$ cat src/rtl/multicycle_control_if.sv
// Control/status bundle between the multi-cycle sequencer (master) and the MIPS datapath (slave).
// The illegal flag exists only when MC_CTRL_ILLEGAL_TRAP_EN is defined.
interface multicycle_control_if #(
    parameter int CNT_W = 32
);
    logic [5:0]       opcode;
    logic             mem_ready;
    logic             alu_zero;
    logic             alu_pos;
    logic             pc_write;
    logic             iord;
    logic             mem_read;
    logic             mem_write;
    logic             ir_write;
    logic             reg_dst;
    logic             mem_to_reg;
    logic             reg_write;
    logic             alu_src_a;
    logic [1:0]       alu_src_b;
    logic [2:0]       alu_op;
    logic             pc_src;
    logic [3:0]       state_o;
    logic [CNT_W-1:0] instr_count;
    logic             mem_timeout;
`ifdef MC_CTRL_ILLEGAL_TRAP_EN
    logic             illegal;
`endif

    modport master (
        input  opcode, mem_ready, alu_zero, alu_pos,
        output pc_write, iord, mem_read, mem_write, ir_write, reg_dst, mem_to_reg,
               reg_write, alu_src_a, alu_src_b, alu_op, pc_src, state_o, instr_count,
               mem_timeout
`ifdef MC_CTRL_ILLEGAL_TRAP_EN
             , illegal
`endif
    );

    modport slave (
        output opcode, mem_ready, alu_zero, alu_pos,
        input  pc_write, iord, mem_read, mem_write, ir_write, reg_dst, mem_to_reg,
               reg_write, alu_src_a, alu_src_b, alu_op, pc_src, state_o, instr_count,
               mem_timeout
`ifdef MC_CTRL_ILLEGAL_TRAP_EN
             , illegal
`endif
    );
endinterface

$ cat src/rtl/multicycle_control.sv
// Moore multi-cycle sequencer for the MIPS subset (R-type, addi, lw, sw, beq, bne, bgtz).
// Define MC_CTRL_ILLEGAL_TRAP_EN to trap unknown opcodes instead of retiring them as NOPs.
module multicycle_control #(
    parameter int MEM_TIMEOUT = 15,
    parameter int CNT_W       = 32
) (
    input  logic                   clk,
    input  logic                   rst_n,
    multicycle_control_if.master   bus
);
    typedef enum logic [3:0] {
        S_FETCH  = 4'd0,  S_DECODE = 4'd1,  S_MEMADR = 4'd2,  S_MEMRD = 4'd3,
        S_MEMWB  = 4'd4,  S_MEMWR  = 4'd5,  S_REXEC  = 4'd6,  S_RWB   = 4'd7,
        S_IEXEC  = 4'd8,  S_IWB    = 4'd9,  S_BRANCH = 4'd10, S_TRAP  = 4'd11
    } state_t;

    localparam logic [5:0] OP_R    = 6'b000000;
    localparam logic [5:0] OP_ADDI = 6'b001000;
    localparam logic [5:0] OP_LW   = 6'b100011;
    localparam logic [5:0] OP_SW   = 6'b101011;
    localparam logic [5:0] OP_BEQ  = 6'b000100;
    localparam logic [5:0] OP_BNE  = 6'b000101;
    localparam logic [5:0] OP_BGTZ = 6'b000111;

    localparam int              WAIT_W   = (MEM_TIMEOUT > 2) ? $clog2(MEM_TIMEOUT) : 1;
    localparam bit              TO_EN    = (MEM_TIMEOUT > 0);
    localparam logic [WAIT_W-1:0] WAIT_MAX = WAIT_W'((MEM_TIMEOUT > 0) ? MEM_TIMEOUT - 1 : 0);

    state_t             state_q, state_d;
    logic [WAIT_W-1:0]  wait_q, wait_d;
    logic [CNT_W-1:0]   cnt_q, cnt_d;
    logic               wait_state, timeout, retire, br_take;

    assign wait_state = (state_q == S_FETCH) || (state_q == S_MEMRD) || (state_q == S_MEMWR);
    assign timeout    = TO_EN && wait_state && !bus.mem_ready && (wait_q == WAIT_MAX);
    assign br_take    = ((bus.opcode == OP_BEQ)  &&  bus.alu_zero) ||
                        ((bus.opcode == OP_BNE)  && !bus.alu_zero) ||
                        ((bus.opcode == OP_BGTZ) &&  bus.alu_pos);

    // Leaving a wait state needs mem_ready or a timeout, so clearing on any non-stall gives "clear on entry".
    assign wait_d = (wait_state && !bus.mem_ready && !timeout) ? wait_q + 1'b1 : '0;
    assign cnt_d  = cnt_q + CNT_W'(retire);

    always_ff @(posedge clk or negedge rst_n) begin
        if (!rst_n) begin
            state_q <= S_FETCH;
            wait_q  <= '0;
            cnt_q   <= '0;
        end else begin
            state_q <= state_d;
            wait_q  <= wait_d;
            cnt_q   <= cnt_d;
        end
    end

    always_comb begin
        state_d = state_q;
        retire  = 1'b0;
        case (state_q)
            S_FETCH:  if (bus.mem_ready) state_d = S_DECODE;
                      else if (timeout)  state_d = S_FETCH;
            S_DECODE: begin
                case (bus.opcode)
                    OP_R:                     state_d = S_REXEC;
                    OP_ADDI:                  state_d = S_IEXEC;
                    OP_LW, OP_SW:             state_d = S_MEMADR;
                    OP_BEQ, OP_BNE, OP_BGTZ:  state_d = S_BRANCH;
                    default: begin
`ifdef MC_CTRL_ILLEGAL_TRAP_EN
                        state_d = S_TRAP;
`else
                        state_d = S_FETCH;
                        retire  = 1'b1;
`endif
                    end
                endcase
            end
            S_MEMADR: state_d = (bus.opcode == OP_LW) ? S_MEMRD : S_MEMWR;
            S_MEMRD:  if (bus.mem_ready) state_d = S_MEMWB;
                      else if (timeout)  state_d = S_FETCH;
            S_MEMWB:  begin state_d = S_FETCH; retire = 1'b1; end
            S_MEMWR:  if (bus.mem_ready) begin state_d = S_FETCH; retire = 1'b1; end
                      else if (timeout)  state_d = S_FETCH;
            S_REXEC:  state_d = S_RWB;
            S_RWB:    begin state_d = S_FETCH; retire = 1'b1; end
            S_IEXEC:  state_d = S_IWB;
            S_IWB:    begin state_d = S_FETCH; retire = 1'b1; end
            S_BRANCH: begin state_d = S_FETCH; retire = 1'b1; end
            S_TRAP:   state_d = S_TRAP;
            default:  state_d = S_FETCH;
        endcase
    end

    always_comb begin
        bus.pc_write    = 1'b0;
        bus.iord        = 1'b0;
        bus.mem_read    = 1'b0;
        bus.mem_write   = 1'b0;
        bus.ir_write    = 1'b0;
        bus.reg_dst     = 1'b0;
        bus.mem_to_reg  = 1'b0;
        bus.reg_write   = 1'b0;
        bus.alu_src_a   = 1'b0;
        bus.alu_src_b   = 2'b00;
        bus.alu_op      = 3'b000;
        bus.pc_src      = 1'b0;
        bus.mem_timeout = timeout;
`ifdef MC_CTRL_ILLEGAL_TRAP_EN
        bus.illegal     = 1'b0;
`endif
        case (state_q)
            S_FETCH: begin
                bus.mem_read  = !timeout;
                bus.alu_src_b = 2'b01;
                bus.ir_write  = bus.mem_ready;
                bus.pc_write  = bus.mem_ready;
            end
            S_DECODE: bus.alu_src_b = 2'b11;
            S_MEMADR, S_IEXEC: begin
                bus.alu_src_a = 1'b1;
                bus.alu_src_b = 2'b10;
            end
            S_MEMRD: begin bus.iord = 1'b1; bus.mem_read  = !timeout; end
            S_MEMWR: begin bus.iord = 1'b1; bus.mem_write = !timeout; end
            S_MEMWB: begin bus.reg_write = 1'b1; bus.mem_to_reg = 1'b1; end
            S_REXEC: begin bus.alu_src_a = 1'b1; bus.alu_op = 3'b010; end
            S_RWB:   begin bus.reg_write = 1'b1; bus.reg_dst = 1'b1; end
            S_IWB:   bus.reg_write = 1'b1;
            S_BRANCH: begin
                bus.alu_src_a = 1'b1;
                bus.pc_src    = 1'b1;
                bus.alu_op    = (bus.opcode == OP_BGTZ) ? 3'b011 : 3'b001;
                bus.pc_write  = br_take;
            end
`ifdef MC_CTRL_ILLEGAL_TRAP_EN
            S_TRAP:  bus.illegal = 1'b1;
`endif
            default: ;
        endcase
        // Reset forces every output low even though the reset state is FETCH.
        if (!rst_n) begin
            bus.pc_write    = 1'b0;
            bus.iord        = 1'b0;
            bus.mem_read    = 1'b0;
            bus.mem_write   = 1'b0;
            bus.ir_write    = 1'b0;
            bus.reg_dst     = 1'b0;
            bus.mem_to_reg  = 1'b0;
            bus.reg_write   = 1'b0;
            bus.alu_src_a   = 1'b0;
            bus.alu_src_b   = 2'b00;
            bus.alu_op      = 3'b000;
            bus.pc_src      = 1'b0;
            bus.mem_timeout = 1'b0;
`ifdef MC_CTRL_ILLEGAL_TRAP_EN
            bus.illegal     = 1'b0;
`endif
        end
    end

    assign bus.state_o     = state_q;
    assign bus.instr_count = cnt_q;
endmodule

$ cat src/flat_wrapper.sv
// flat-port wrapper written by rule: the top's interface ports become plain ports
module multicycle_control_flat 
#(
    parameter int MEM_TIMEOUT = 15,
    parameter int CNT_W       = 32
)
  (clk, rst_n, bus_opcode, bus_mem_ready, bus_alu_zero, bus_alu_pos, bus_pc_write, bus_iord, bus_mem_read, bus_mem_write, bus_ir_write, bus_reg_dst, bus_mem_to_reg, bus_reg_write, bus_alu_src_a, bus_alu_src_b, bus_alu_op, bus_pc_src, bus_state_o, bus_instr_count, bus_mem_timeout);
  multicycle_control_if #(.CNT_W(CNT_W)) bus_i ();
  input  logic clk;
  input  logic rst_n;
  input wire logic [$bits(bus_i.opcode)-1:0] bus_opcode;
  input wire logic [$bits(bus_i.mem_ready)-1:0] bus_mem_ready;
  input wire logic [$bits(bus_i.alu_zero)-1:0] bus_alu_zero;
  input wire logic [$bits(bus_i.alu_pos)-1:0] bus_alu_pos;
  output wire logic [$bits(bus_i.pc_write)-1:0] bus_pc_write;
  output wire logic [$bits(bus_i.iord)-1:0] bus_iord;
  output wire logic [$bits(bus_i.mem_read)-1:0] bus_mem_read;
  output wire logic [$bits(bus_i.mem_write)-1:0] bus_mem_write;
  output wire logic [$bits(bus_i.ir_write)-1:0] bus_ir_write;
  output wire logic [$bits(bus_i.reg_dst)-1:0] bus_reg_dst;
  output wire logic [$bits(bus_i.mem_to_reg)-1:0] bus_mem_to_reg;
  output wire logic [$bits(bus_i.reg_write)-1:0] bus_reg_write;
  output wire logic [$bits(bus_i.alu_src_a)-1:0] bus_alu_src_a;
  output wire logic [$bits(bus_i.alu_src_b)-1:0] bus_alu_src_b;
  output wire logic [$bits(bus_i.alu_op)-1:0] bus_alu_op;
  output wire logic [$bits(bus_i.pc_src)-1:0] bus_pc_src;
  output wire logic [$bits(bus_i.state_o)-1:0] bus_state_o;
  output wire logic [$bits(bus_i.instr_count)-1:0] bus_instr_count;
  output wire logic [$bits(bus_i.mem_timeout)-1:0] bus_mem_timeout;
  assign bus_i.opcode = bus_opcode;
  assign bus_i.mem_ready = bus_mem_ready;
  assign bus_i.alu_zero = bus_alu_zero;
  assign bus_i.alu_pos = bus_alu_pos;
  assign bus_pc_write = bus_i.pc_write;
  assign bus_iord = bus_i.iord;
  assign bus_mem_read = bus_i.mem_read;
  assign bus_mem_write = bus_i.mem_write;
  assign bus_ir_write = bus_i.ir_write;
  assign bus_reg_dst = bus_i.reg_dst;
  assign bus_mem_to_reg = bus_i.mem_to_reg;
  assign bus_reg_write = bus_i.reg_write;
  assign bus_alu_src_a = bus_i.alu_src_a;
  assign bus_alu_src_b = bus_i.alu_src_b;
  assign bus_alu_op = bus_i.alu_op;
  assign bus_pc_src = bus_i.pc_src;
  assign bus_state_o = bus_i.state_o;
  assign bus_instr_count = bus_i.instr_count;
  assign bus_mem_timeout = bus_i.mem_timeout;
  multicycle_control #(.MEM_TIMEOUT(MEM_TIMEOUT), .CNT_W(CNT_W)) u_core (.clk(clk), .rst_n(rst_n), .bus(bus_i));
endmodule
$ cat config.mk
export PLATFORM = sky130hd
export DESIGN_NAME = multicycle_control_flat
export DESIGN_NICKNAME = d
export VERILOG_FILES = /design/src/rtl/multicycle_control_if.sv /design/src/rtl/multicycle_control.sv /design/src/flat_wrapper.sv
export SDC_FILE = /design/constraint.sdc
export NUM_CORES = 1
export LEC_CHECK = 0
export BUFFER_PORTS_ARGS = -buffer_cell sky130_fd_sc_hd__buf_4
export CAP_MARGIN = 15
export CORE_ASPECT_RATIO = 1.2
export CORE_MARGIN = 5
export CORE_UTILIZATION = 35
export CTS_CLUSTER_DIAMETER = 100
export DETAILED_ROUTE_END_ITERATION = 8
export PLACE_DENSITY = 0.66
export SETUP_SLACK_MARGIN = 0.5
export SLEW_MARGIN = 20
export SYNTH_ARGS = -nofsm -noshare
export SYNTH_HDL_FRONTEND = slang
export SYNTH_SLANG_ARGS = --single-unit
$ cat constraint.sdc
create_clock -name clk -period 2.74 [get_ports clk]
set_input_delay 0.548 -clock clk [delete_from_list [all_inputs] [get_ports clk]]
set_output_delay 0.548 -clock clk [all_outputs]
set_load 0.03 [all_outputs]
==> results.yml <==
outcome:
  run_status: "complete, no violations"
route:
  drtIter0Drc: 40
  drt-total-wl_mm: 6.60
  drt-pass1-iter-count: 4
  vias_per_cell: 5.19
  routed_via_count: 2209
  ant_nets: 0
  remaining_drc_errors: 0
  wl_per_cell_um: 15.5
setup_path:
  setup.reg_to_reg.worst_slack_ns: 0.50
  crit_path_end_kind: "output pin"
  crit_chain: "buf_12 > buf_4 > nor3_4 > and3b_1 > a41o_1 > buf_6"
  setup.worst_path.start_class: "flip-flop"
  critical_path.max_stage_delay_ns: 0.44
  critPathArrivalTime_ns: 1.74
  critical_path_buf_inv_count: 3
  crit_path_top_delay_cell: "sky130_fd_sc_hd__dfrtp_2"
  critPathMaxFanout: 13
  critical-path-top-delay-family: "flip-flops"
  criticalPathCategory: "reg -> out"
  crit_required_ns: 2.19
floorplan:
  dieArea_um2: 8690
  floorplan.io_pins: 63
  starting_utilization_of_the_core_area: 0.358
  floorplan.die.width_um: 85.9
  die_h_um: 101
  num_rows: 33
  design.core.area_um2: 6770
pwr:
  power.static_leakage_nw: 1.81
  post-layout-total-power_mw: 2.42
  power_per_cell_area_nw_per_um2: 640
  vdd_drop_max_v: 0.000420
placement:
  port_buffers: 61
  placed_cells_incl_taps: 393
  place_hpwl_mm: 4.44
  place_area_um2: 3120
  routability_congestion: 0.802
timing:
  timing.max_slew.rel_slack: 0.642
  setup-violations-final: 0
  fin_tns_setup_ns: 0
  fin_crit_ns: 2.29
  layout_skew_ns: 0.00298
  grt_setup_unrepaired: "true"
  max_clock_freq_mhz: 438
  worst_slew_pin_slew_ns: 0.536
  slew_limit_fails: 0
  layout_worst_path_cycle_share: 0.834
  report.final.hold_viol_count: 0
clock_tree:
  tritoncts: "done"
  clock_insertion_delay_worst_skew_ns: 0.29
  cts_max_path_buffers: 2
  clock_sinks: 40
  clock_edge_transition_at_the_registers_on_the_reported_setup_and_hold_paths_ns: 0.08
  cts_root_buf: "sky130_fd_sc_hd__clkbuf_8"
  cts-buffers-inserted: 5
  cts_max_level: 2
  post_cts_hold_buffer_count: 0
synthesis:
  synth_mux_area_frac: 0.0165
  synth-warning-count: 0
  largest_family_of_logic_cells_by_synthesized_area: "simple AND/OR/NAND/NOR gates"
  syn-cell-area_um2: 2420
  synth_async_sr_flop_share: 1.00
  synth.yosys.seq_area_share: 0.413
  ys_types: 49
  postSynthNetCount: 259
  synth-xor-area-share: 0.127
  synthesis.instances: 244
  yosys.area_share.adder: 0.0207
  area_fraction_in_compound_gates_after_synthesis: 0.0677
  post_synth.cell_area_avg_um2: 9.93
  postSynthRegisterBits: 40
  synthSimpleGateAreaFrac: 0.303
  dominantRegCellSynth: "sky130_fd_sc_hd__dfrtp_1"
  number_of_enable_type_register_cells_in_the_synthesized_netlist: 0
global_route:
  overflow: 0
  grt.total_usage: 0.147
  pin_count_of_the_biggest_net_entering_global_routing: 28
  first_global_vias: 2238
  number_of_antenna_violations_at_the_first_check_in_global_routing: 0
  grt_pass1_wl_mm: 10.5
cells_and_area:
  final_cell_count_no_fill: 426
  insertedDiodeCount: 0
  fin_nets: 353
  layout.cell_area.non_filler_um2: 3780
  post_route_cells_drive_above_1_share: 0.499
  area_growth_pct: 55.9
job:
  drv.max_cap_violation_count: 0
worst_hold_path:
  hold_wc_path_type: "in -> async"
## worst paths after layout
kind / end / cells after the start / startpoint
setup / recovery: bus_pc_write / 6 / u_core.bus.state_o[1]
hold / removal: u_core.wait_q[2] / 1 / rst_n
min in group clk: u_core.bus.instr_count[24] / 1 / u_core.bus.instr_count[24]
setup reg to reg: u_core.bus.instr_count[12] / 9 / u_core.bus.state_o[2]
max in group asynchronous: u_core.bus.state_o[2] / 2 / rst_n
hold reg to reg: u_core.bus.instr_count[24] / 1 / u_core.bus.instr_count[24]
## report_power, final
group          switching, mW  internal (mW)  total, mW  leakage [nW]
combinational          0.637          0.521       1.16          1.23
clock                  0.201          0.270      0.471        0.0552
sequential             0.121          0.668      0.788         0.518
total                  0.959           1.46       2.42          1.81
## worst register-to-register path: cells and delay by family, from the launching register on
family | cells | cell delay [ns]
flip-flops | 1 | 0.48
adder cells (fa/ha/maj) | 2 | 0.44
AO/OA/AOI/OAI | 1 | 0.34
XOR/XNOR | 1 | 0.15
AND/OR/NAND/NOR | 5 | 0.75
## stage by stage
step,setup WS (ns),utilization,hold WS [ns]
final,0.454,0.558,0.140
after global routing,0.383,0.558,0.147
after CTS,0.461,0.518,0.136
after detailed placement,0.0131,0.461,0.445
after global placement,0.112,0.461,0.438
after floorplan,0.254,-,0.252
## cell usage after synthesis (all sizes together), types with 3 or more instances
| cell | count | area [um^2] |
|---|---|---|
| o21ai | 3 | 15.0 |
| xnor2 | 15 | 131 |
| a31oi | 3 | 18.8 |
| buf | 11 | 81.3 |
| and4 | 6 | 53.8 |
| and3 | 3 | 18.8 |
| nand2 | 13 | 48.8 |
| nand4 | 6 | 73.8 |
| dfrtp | 40 | 1000 |
| mux2i | 4 | 40.0 |
| ha | 4 | 50.1 |
| nor3b | 3 | 22.5 |
| a21oi | 4 | 20.0 |
| nand3 | 19 | 100 |
| inv | 10 | 37.5 |
| nor4 | 9 | 111 |
| xor2 | 20 | 175 |
| nor2 | 24 | 90.1 |
| nand2b | 7 | 43.8 |
| nor3 | 15 | 75.1 |
## cell usage in the layout, fill, tap and decap left out, types with 3 or more instances in the layout
cell	instances
sky130_fd_sc_hd__a31oi_1	3
sky130_fd_sc_hd__and4_1	5
sky130_fd_sc_hd__buf_4	80
sky130_fd_sc_hd__buf_6	17
sky130_fd_sc_hd__clkbuf_8	5
sky130_fd_sc_hd__dfrtp_1	37
sky130_fd_sc_hd__dfrtp_2	3
sky130_fd_sc_hd__inv_1	10
sky130_fd_sc_hd__mux2i_1	4
sky130_fd_sc_hd__nand2_1	12
sky130_fd_sc_hd__nand2b_1	3
sky130_fd_sc_hd__nand2b_4	3
sky130_fd_sc_hd__nand3_1	15
sky130_fd_sc_hd__nand4_1	3
sky130_fd_sc_hd__nand4_4	3
sky130_fd_sc_hd__nor2_1	16
sky130_fd_sc_hd__nor2_2	4
sky130_fd_sc_hd__nor2_4	4
sky130_fd_sc_hd__nor3_2	3
sky130_fd_sc_hd__nor3_4	10
sky130_fd_sc_hd__nor4_2	3
sky130_fd_sc_hd__nor4_4	6
sky130_fd_sc_hd__xnor2_1	15
sky130_fd_sc_hd__xor2_1	19
## per-layer routing
metal	vias to the layer above	track usage	part of all wire	wire, um
met5	-	0	0	0
li1	1057	-	-	-
met1	1085	0.175	0.41	2680
met3	8	0.0374	0.057	374
met2	59	0.264	0.53	3470
met4	0	0.0378	0.011	71
## repair_timing
| action | in CTS | in global routing |
|---|---|---|
| gates resized for setup | 41 | 32 |
| setup buffers | 12 | 13 |
| pin swaps | 10 | 19 |
| endpoints found under the setup margin | 32 | 36 |
## cell families (layout without fill, tap and decap cells)
kind of cell | Yosys count | after routing
and+or+nand+nor | 116 | 116
other | 1 | 1
AOI/OAI and AO/OA | 22 | 22
DFF | 40 | 40
adders and majority gates | 4 | 4
muxes | 4 | 4
xor gates and xnor gates | 35 | 35
buffers and inverters | 22 | 117
## area by class of cell
cell class	count	area (um^2)
well taps	87	109
repair buffers	99	832
fillers	589	3000
clock inverters	2	35.0
multi-input cells	182	1690
flip-flops and latches	40	1000
clock buffers	6	72.6
inverters	10	37.5
## sequential cells by signal, indices dropped and copies added, names as in the netlist
name	flops
u_core.bus.instr_count	32
u_core.bus.state_o	4
u_core.wait_q	4
No activity file was read; power rests on OpenSTA's default activity.
